[src/rtl/stream_mux_pkg.sv]
// Shared types and the round-robin search helper for the stream multiplexer.
package stream_mux_pkg;

    typedef enum logic {
        MODE_FIXED = 1'b0,
        MODE_RR    = 1'b1
    } mux_mode_t;

    localparam int MAX_CH   = 16;
    localparam int MAX_CH_W = 4;

    typedef struct packed {
        logic                vld;
        logic [MAX_CH_W-1:0] idx;
    } rr_grant_t;

    // First set request at or after (last+1) mod num_ch, wrapping once around.
    function automatic rr_grant_t next_rr(input logic [MAX_CH-1:0]   req,
                                          input logic [MAX_CH_W-1:0] last,
                                          input int                  num_ch);
        rr_grant_t g;
        int        c;
        g.vld = 1'b0;
        g.idx = '0;
        for (int k = 1; k <= MAX_CH; k++) begin
            c = (int'(last) + k) % num_ch;
            if (k <= num_ch && !g.vld && req[c]) begin
                g.vld = 1'b1;
                g.idx = MAX_CH_W'(c);
            end
        end
        return g;
    endfunction

endpackage

[src/rtl/stream_mux_rr_arbiter.sv]
// Round-robin request search plus the last-granted pointer it rotates from.
module rr_arbiter
    import stream_mux_pkg::*;
#(
    parameter  int NUM_CH = 4,
    localparam int CH_W   = $clog2(NUM_CH)
) (
    input  logic              clk,
    input  logic              rst_n,
    input  logic [NUM_CH-1:0] req,
    input  logic              accept,
    output logic              gnt_vld,
    output logic [CH_W-1:0]   gnt_idx
);

    logic [CH_W-1:0]     last_ch;
    logic [MAX_CH-1:0]   req_ext;
    logic [MAX_CH_W-1:0] last_ext;
    rr_grant_t           g;

    always_comb begin
        req_ext              = '0;
        req_ext[NUM_CH-1:0]  = req;
        last_ext             = '0;
        last_ext[CH_W-1:0]   = last_ch;
        g                    = next_rr(req_ext, last_ext, NUM_CH);
        gnt_vld              = g.vld;
        gnt_idx              = CH_W'(g.idx);
    end

    // Pointer starts at the top channel so ch0 wins first after reset.
    always_ff @(posedge clk or negedge rst_n) begin
        if (!rst_n) begin
            last_ch <= CH_W'(NUM_CH - 1);
        end else if (accept) begin
            last_ch <= gnt_idx;
        end
    end

endmodule

[src/rtl/stream_mux_rr.sv]
// N-channel valid/ready stream mux with fixed or round-robin selection and a
// single registered output stage.
module stream_mux_rr
    import stream_mux_pkg::*;
#(
    parameter  int NUM_CH = 4,
    parameter  int WIDTH  = 8,
    localparam int CH_W   = $clog2(NUM_CH)
) (
    input  logic              clk,
    input  logic              rst_n,
    input  logic              mode,
    input  logic [CH_W-1:0]   sel,
    input  logic [NUM_CH-1:0] in_valid,
    input  logic [WIDTH-1:0]  in_data [NUM_CH],
    output logic [NUM_CH-1:0] in_ready,
    output logic              out_valid,
    output logic [WIDTH-1:0]  out_data,
    output logic [CH_W-1:0]   out_ch,
    input  logic              out_ready
);

    localparam logic [0:0] ST_EMPTY = 1'b0;
    localparam logic [0:0] ST_FULL  = 1'b1;

    logic [0:0]      state;
    logic            rr_vld;
    logic [CH_W-1:0] rr_idx;
    logic            fix_vld;
    logic            grant_vld;
    logic [CH_W-1:0] grant_ch;
    logic            is_rr;
    logic            load;
    logic            rr_accept;

    rr_arbiter #(
        .NUM_CH (NUM_CH)
    ) u_arb (
        .clk     (clk),
        .rst_n   (rst_n),
        .req     (in_valid),
        .accept  (rr_accept),
        .gnt_vld (rr_vld),
        .gnt_idx (rr_idx)
    );

    // Out-of-range sel (non-power-of-two NUM_CH) simply yields no grant.
    always_comb begin
        fix_vld = 1'b0;
        if (32'(sel) < 32'(NUM_CH)) begin
            fix_vld = in_valid[sel];
        end
    end

    always_comb begin
        is_rr     = (mux_mode_t'(mode) == MODE_RR);
        out_valid = (state == ST_FULL);
        if (is_rr) begin
            grant_vld = rr_vld;
            grant_ch  = rr_idx;
        end else begin
            grant_vld = fix_vld;
            grant_ch  = sel;
        end
        load      = grant_vld && (!out_valid || out_ready);
        rr_accept = load && is_rr;
        in_ready  = '0;
        if (load) begin
            in_ready[grant_ch] = 1'b1;
        end
    end

    // Output register: a load always wins, so a dequeue and a new beat share an edge.
    always_ff @(posedge clk or negedge rst_n) begin
        if (!rst_n) begin
            state    <= ST_EMPTY;
            out_data <= '0;
            out_ch   <= '0;
        end else if (load) begin
            state    <= ST_FULL;
            out_data <= in_data[grant_ch];
            out_ch   <= grant_ch;
        end else if (out_ready) begin
            state    <= ST_EMPTY;
        end
    end

endmodule

[config.mk]
export PLATFORM = sky130hd
export DESIGN_NAME = stream_mux_rr
export DESIGN_NICKNAME = d
export VERILOG_FILES = /design/src/rtl/stream_mux_pkg.sv /design/src/rtl/stream_mux_rr_arbiter.sv /design/src/rtl/stream_mux_rr.sv
export SDC_FILE = /design/constraint.sdc
export NUM_CORES = 1
export LEC_CHECK = 0
export BUFFER_PORTS_ARGS = -buffer_cell sky130_fd_sc_hd__buf_4
export CAP_MARGIN = 20
export CORE_MARGIN = 5
export CORE_UTILIZATION = 35
export DETAILED_ROUTE_END_ITERATION = 10
export GPL_TIMING_DRIVEN = 0
export PLACE_DENSITY = 0.59
export SYNTH_ARGS = -nofsm -noshare
export SYNTH_HDL_FRONTEND = slang
export SYNTH_SLANG_ARGS = --single-unit
[constraint.sdc]
create_clock -name clk -period 4.1 [get_ports clk]
set_input_delay 0.205 -clock clk [delete_from_list [all_inputs] [get_ports clk]]
set_output_delay 0.205 -clock clk [all_outputs]
set_load 0.05 [all_outputs]
# [After elaboration in Yosys (flattened, before gate mapping)]
# Index checks and enable logic that the tools add are counted.
[word_totals] out_inout_bits=15 ff_bits=13 wordCells=65
[op_classes] order_cmp=8 n_addsub=4 muxes=28 reduce_logical=16 bitwise=5
[ops] op="$lt A3 B6 Y1 const B" n=4
[ops] op="$mux W5" n=4
[ops] op="$bmux W8 S2" n=1
[ops] op="$mux W8" n=2
[ops] op="$mux W1" n=13
[ops] op="$bmux W1 S3" n=4
[ops] op="$reduce_or A2 Y1" n=4
[ops] op="$logic_and A1 B1 Y1" n=6
[ops] op="$lt A2 B3 Y1 const B" n=2
[ops] op="$add A2 B1 Y2 const B" n=2
[ops] op="$add A2 B2 Y2 const B" n=2
[ops] op="$and A1 B1 Y1 const A" n=4
[ops] op="$logic_not A1 Y1" n=4
[ops] op="$mux W4" n=1
[ops] op="$ge A3 B3 Y1 const B" n=1
[ops] op="$not A2 Y3" n=1
[ops] op="$bmux W1 S2" n=1
[ops] op="$demux W1 S2" n=1
[ops] op="$ge A2 B1 Y1 const B" n=1
[ops] op="$mux W2" n=1
[ops] op="$reduce_bool A2 Y1" n=1
[ops] op="$logic_or A1 B1 Y1" n=1

# [Longest topological paths before layout]
[depth] ltp_word=22 mapped_depth=8 ltp_nobuf=6

# [By module]
# Synthesis repeated with hierarchy kept, for this count alone.
[unflattened] cells_unflattened=66 hier_area_um2=892.1
[modules_own_cells] mod="stream_mux_rr" cells_each=48 instances=1 area_each_um2=735.7 seq_area_each_um2=275.3
[modules_own_cells] mod="rr_arbiter" cells_each=18 instances=1 area_each_um2=156.4 seq_area_each_um2=52.6

# [Least setup slack after synthesis]
# Ideal clock, no wire load.
[synth_timing] kind="register to output" from="register u_arb.last_ch[1]" to="output in_ready[1]" path_buffers=2 slack_ns=1.867 arrival_time_ns=2.028 stages_incl_launch_ff=8 required_ns=3.895 path_cell_list="dfstp_2 -> nand2b_1 -> a21oi_1 -> o221ai_2 -> buf_6 -> buf_4 -> mux2i_1 -> nor2_1"
[synth_between] elab_chain_cells=22 elab_cells_between_ends=43
[synth_lines] item="start, declared" line="stream_mux_rr_arbiter.sv:16" source="logic [CH_W-1:0] last_ch;"
[synth_lines] item="start signal, assigned" line="stream_mux_rr_arbiter.sv:34" source="last_ch <= CH_W'(NUM_CH - 1);"
[synth_lines] item="start signal, assigned" line="stream_mux_rr_arbiter.sv:36" source="last_ch <= gnt_idx;"
[synth_lines] item="$add A2 B1 Y2" line="stream_mux_pkg.sv:26" source="c = (int'(last) + k) % num_ch;"
[synth_lines] item="$reduce_or A2 Y1 (no source line)"
[synth_lines] item="$and A1 B1 Y1 (no source line)"
[synth_lines] item="$bmux W1 S3" line="stream_mux_pkg.sv:27" source="if (k <= num_ch && !g.vld && req[c]) begin"
[synth_lines] item="$mux W1 (not written as such) (2 in series)" line="stream_mux_pkg.sv:27"
[synth_lines] item="$mux W5" line="stream_mux_pkg.sv:27"
[synth_lines] item="$logic_not A1 Y1" line="stream_mux_pkg.sv:27"
[synth_lines] item="$logic_and A1 B1 Y1" line="stream_mux_pkg.sv:27"
[synth_lines] item="[... 5 more ...]"
[synth_lines] item="$logic_and A1 B1 Y1" line="stream_mux_pkg.sv:27"
[synth_lines] item="$mux W5 (*)" line="stream_mux_pkg.sv:27"
[synth_lines] item="$mux W2" line="stream_mux_rr.sv:58" source="if (is_rr) begin"
[synth_lines] item="$lt A2 B3 Y1 (not written as such) / $ge A2 B1 Y1 (equally long branches)" line="stream_mux_rr.sv:69" source="in_ready[grant_ch] = 1'b1;"
[synth_lines] item="$logic_and A1 B1 Y1 (not written as such)" line="stream_mux_rr.sv:69"
[synth_lines] item="$mux W1 (not written as such)" line="stream_mux_rr.sv:69"
[synth_lines] item="$demux W1 S2" line="stream_mux_rr.sv:69"
[synth_lines] item="$mux W4 (*)" line="stream_mux_rr.sv:68" source="if (load) begin"
[synth_lines] item="end, declared" line="stream_mux_rr.sv:16" source="output logic [NUM_CH-1:0] in_ready,"
# Mark *: on every way between the ends. The rest lies on a longest branch, timed or not. The select of a mux whose other input is x is not followed.

# [Worst setup path in the final report]
[layout_timing] from="register u_arb.last_ch[1]" to="output in_ready[3]"
# The elaborated chain is that of the path after synthesis.

==> summary.md <==
| Metric | Value |
|---|---|
| Syn_area_per_cell | `9.26 µm²` |
| I/O Pins | `57` |
| Die ar. | `5050 µm²` |
| GRT met2 Usage | `29.0%` |
| Fin Setup TNS | `0 ps` |
| Synth top area cells | `mux2i_1 25%, dfrtp_1 21%, mux2_2 6.0%, o21ai_0 4.6%, dfstp_2 4.0%` |
| Finished Layout Cells | `248` |
| Post-synthesis sequential area ratio | `25.1%` |
| Global-route wire length before repair | `6.79 mm` |
| Die Y-Extent | `71.1 µm` |
| Ratio of total power to cell area | `444 nW/µm²` |
| Synth Area in Compound Gates | `23.1%` |
| Post-synth top flop | `dfrtp_1` |
| Crit path required time | `3890 ps` |
| Adder-cell area share of the yosys netlist | `0%` |
| # diodes | `0` |
| Worst-path fanout max | `10` |
| Vias | `1,348` |
| Remaining Overflow, GRT | `0` |
| H-tree lvl count | `1` |
| Nets | `243` |
| Count of cell types in the netlist | `33` |
| GRT Util Overall | `16.4%` |
| TritonCTS buffer count | `3` |
| Final slew viol count | `0` |
| Critical hold path startpoint | `out_ready` |
| FMAX | `0.433 GHz` |
| Post-Synthesis Cells | `141` |
| Slew headroom | `67.1%` |
| Peak VDD IR | `0.288 mV` |
| P&R area growth vs syn | `39.9%` |
| 1st-pass router iterations | `4` |
| Post-CTS resize count | `0` |
| Antenna Nets Post-Route | `0` |
| Chip width | `71.1 µm` |
| Min Clock Period, post-route | `2310 ps` |
| R2r startpoint | `u_arb.last_ch[1]` |
| Vias per cell | `5.44` |
| Initial antenna violation count | `0` |
| Yosys reg bits | `13` |
| Simple-gate share of the synthesized area | `12.5%` |
| Root Buffer | `clkbuf_8` |
| Max Cap Viol | `0` |
| Cell taking the most area after synthesis | `mux2i_1` |
| Post-synth top cells | `32 x mux2i_1, 12 x o21ai_0, 11 x dfrtp_1, 11 x nand2_1, 9 x nor2_1` |
| WS Path Type | `flip-flop to primary output` |
| Port Buf Inserts | `54` |
| Largest net degree at the start of global routing | `14` |
| M1 GR Usage | `20.3%` |
| Sink Count | `13` |
| CP Launch Type | `flip-flop` |
| CP Launch Point | `u_arb.last_ch[1]` |
| Post-synthesis mux area share | `33.5%` |
| Asr flop ratio synth | `100%` |
| # rows | `22` |
| Post-synthesis cell area | `1310 µm²` |
| WL final | `4.11 mm` |
| Clk buf depth | `2` |
| Top-count cell post-synth | `mux2i_1` |
| Clock insertion delay at the later pin of the skew report | `240 ps` |
| Busiest layer in global routing | `met2` |
| Layout cells sized above 1 | `42.5%` |
| Final Hold Viols | `0` |
| Clock slew at reported path FFs | `60 ps` |
| HPWL Detailed | `3.09 mm` |
| Pre-CTS setup slack | `2050 ps` |
| Worst setup margin | `1790 ps` |
| Largest family of logic cells by synthesized area | `multiplexers` |
| Number of synthesized flops with an enable pin | `0` |
| Initial DRC count | `52` |
| Lkg Pwr | `0.000860 µW` |
| Remaining DRCs | `0` |
| Worst-Margin Slew | `494 ps` |
| Core ar. | `3630 µm²` |
| Critical path data arrival time | `2100 ps` |
| Yosys top cell area share | `24.5%` |
| RSZ-0062 raised after global routing | `false` |
| Setup Buffers After CTS | `0` |
| GR Layer Usage met3 | `2.13%` |
| Wire length per cell | `16.6 µm` |
| Vias in the first global route | `1,450` |
| Setup Viol. Count Final | `0` |
| Synth Area in XOR/XNOR | `0%` |
| Hold Path Class | `input port to flip-flop` |
| RePlAce Congestion | `0.758` |
| Fin util | `50.2%` |
| Status | `complete, no violations` |
| Placed cell count | `243` |
| Total of warnings raised by yosys | `0` |
| Final Cycle Share | `56.3%` |
| Crit end category | `primary output` |
| Hold WS | `237 ps` |
| Final Skew | `2.05 ps` |
| Mapped Nets | `183` |
| CTS tree | `built` |
| Initial Utilization | `35.9%` |
## critical path: stages, from the launching register on
cell,delay (ps)
dfstp_2,580
nand2b_1,120
a21oi_1,70
o221ai_2,170
buf_6,190
buf_4,240
mux2i_1,130
nor2_1,140
buf_4,210
## per-layer routing
layer	routed length [µm]	vias up	share of wire, %
met2	2120	49	52
met1	1720	654	42
met4	36	0	0.88
li1	-	641	-
met5	0	-	0
met3	233	4	5.7
## cells by family (layout without fill, tap and decap cells)
family	Yosys count	count (layout)
AO/OA/AOI/OAI	42	42
buffers and inverters	11	70
flip-flops	13	13
multiplexers	41	41
AND/OR/NAND/NOR	34	34
## layout by cell type, fill, tap and decap left out, types with 5 or more instances in the layout
cell type and instances:
dfrtp_1 11, buf_4 55, o22ai_1 5, o21ai_0 12, nor2_1 9, mux2i_1 32, nand2_1 11, o21ba_2 5
clkbuf_1 5, a21oi_1 6, mux2_2 7
## power breakdown
group	switching (µW)	internal, µW	leakage [µW]	total, µW
logic	286	204	0.000694	490
clock network	46.6	68.6	0.0000228	115
registers	31.9	174	0.000143	206
total	364	446	0.000860	810
## sequential cells by signal, indices dropped and copies added (netlist names)
name           count
out_data           8
out_ch             2
u_arb.last_ch      2
out_valid          1
## path summary, 6_finish.rpt
kind / to / cells past startpoint / slack [ps]
hold / removal: out_valid / 3 / 240
hold reg to reg: out_ch[1] / 1 / 510
min in group asynchronous: out_data[2] / 2 / 350
max in group asynchronous: u_arb.last_ch[0] / 2 / 3500
setup reg to reg: out_data[0] / 8 / 2060
setup / recovery: in_ready[3] / 8 / 1790
## stage by stage
stage	cell area, µm²	power, µW
2_1_floorplan	1310	545
3_3_place_gp	1770	685
3_5_place_dp	1770	696
4_1_cts	1830	816
5_1_grt	1830	857
6_report	1830	810
## final cells by class
type / count / area [µm²]
Timing Repair Buffer: 55 / 415
Inverter: 1 / 3.75
Multi-Input combinational cell: 117 / 901
Fill cell: 369 / 1810
Clock buffer: 4 / 45.0
Buffer: 10 / 72.6
Tap cell: 48 / 60.1
Sequential cell: 13 / 328
## what timing repair did
item / in CTS / in global routing
hold endpoints to repair: 11 / 0
hold buffers: 1 / 0
setup endpoints to repair: 0 / 0
No activity file was read; power rests on OpenSTA's default activity.
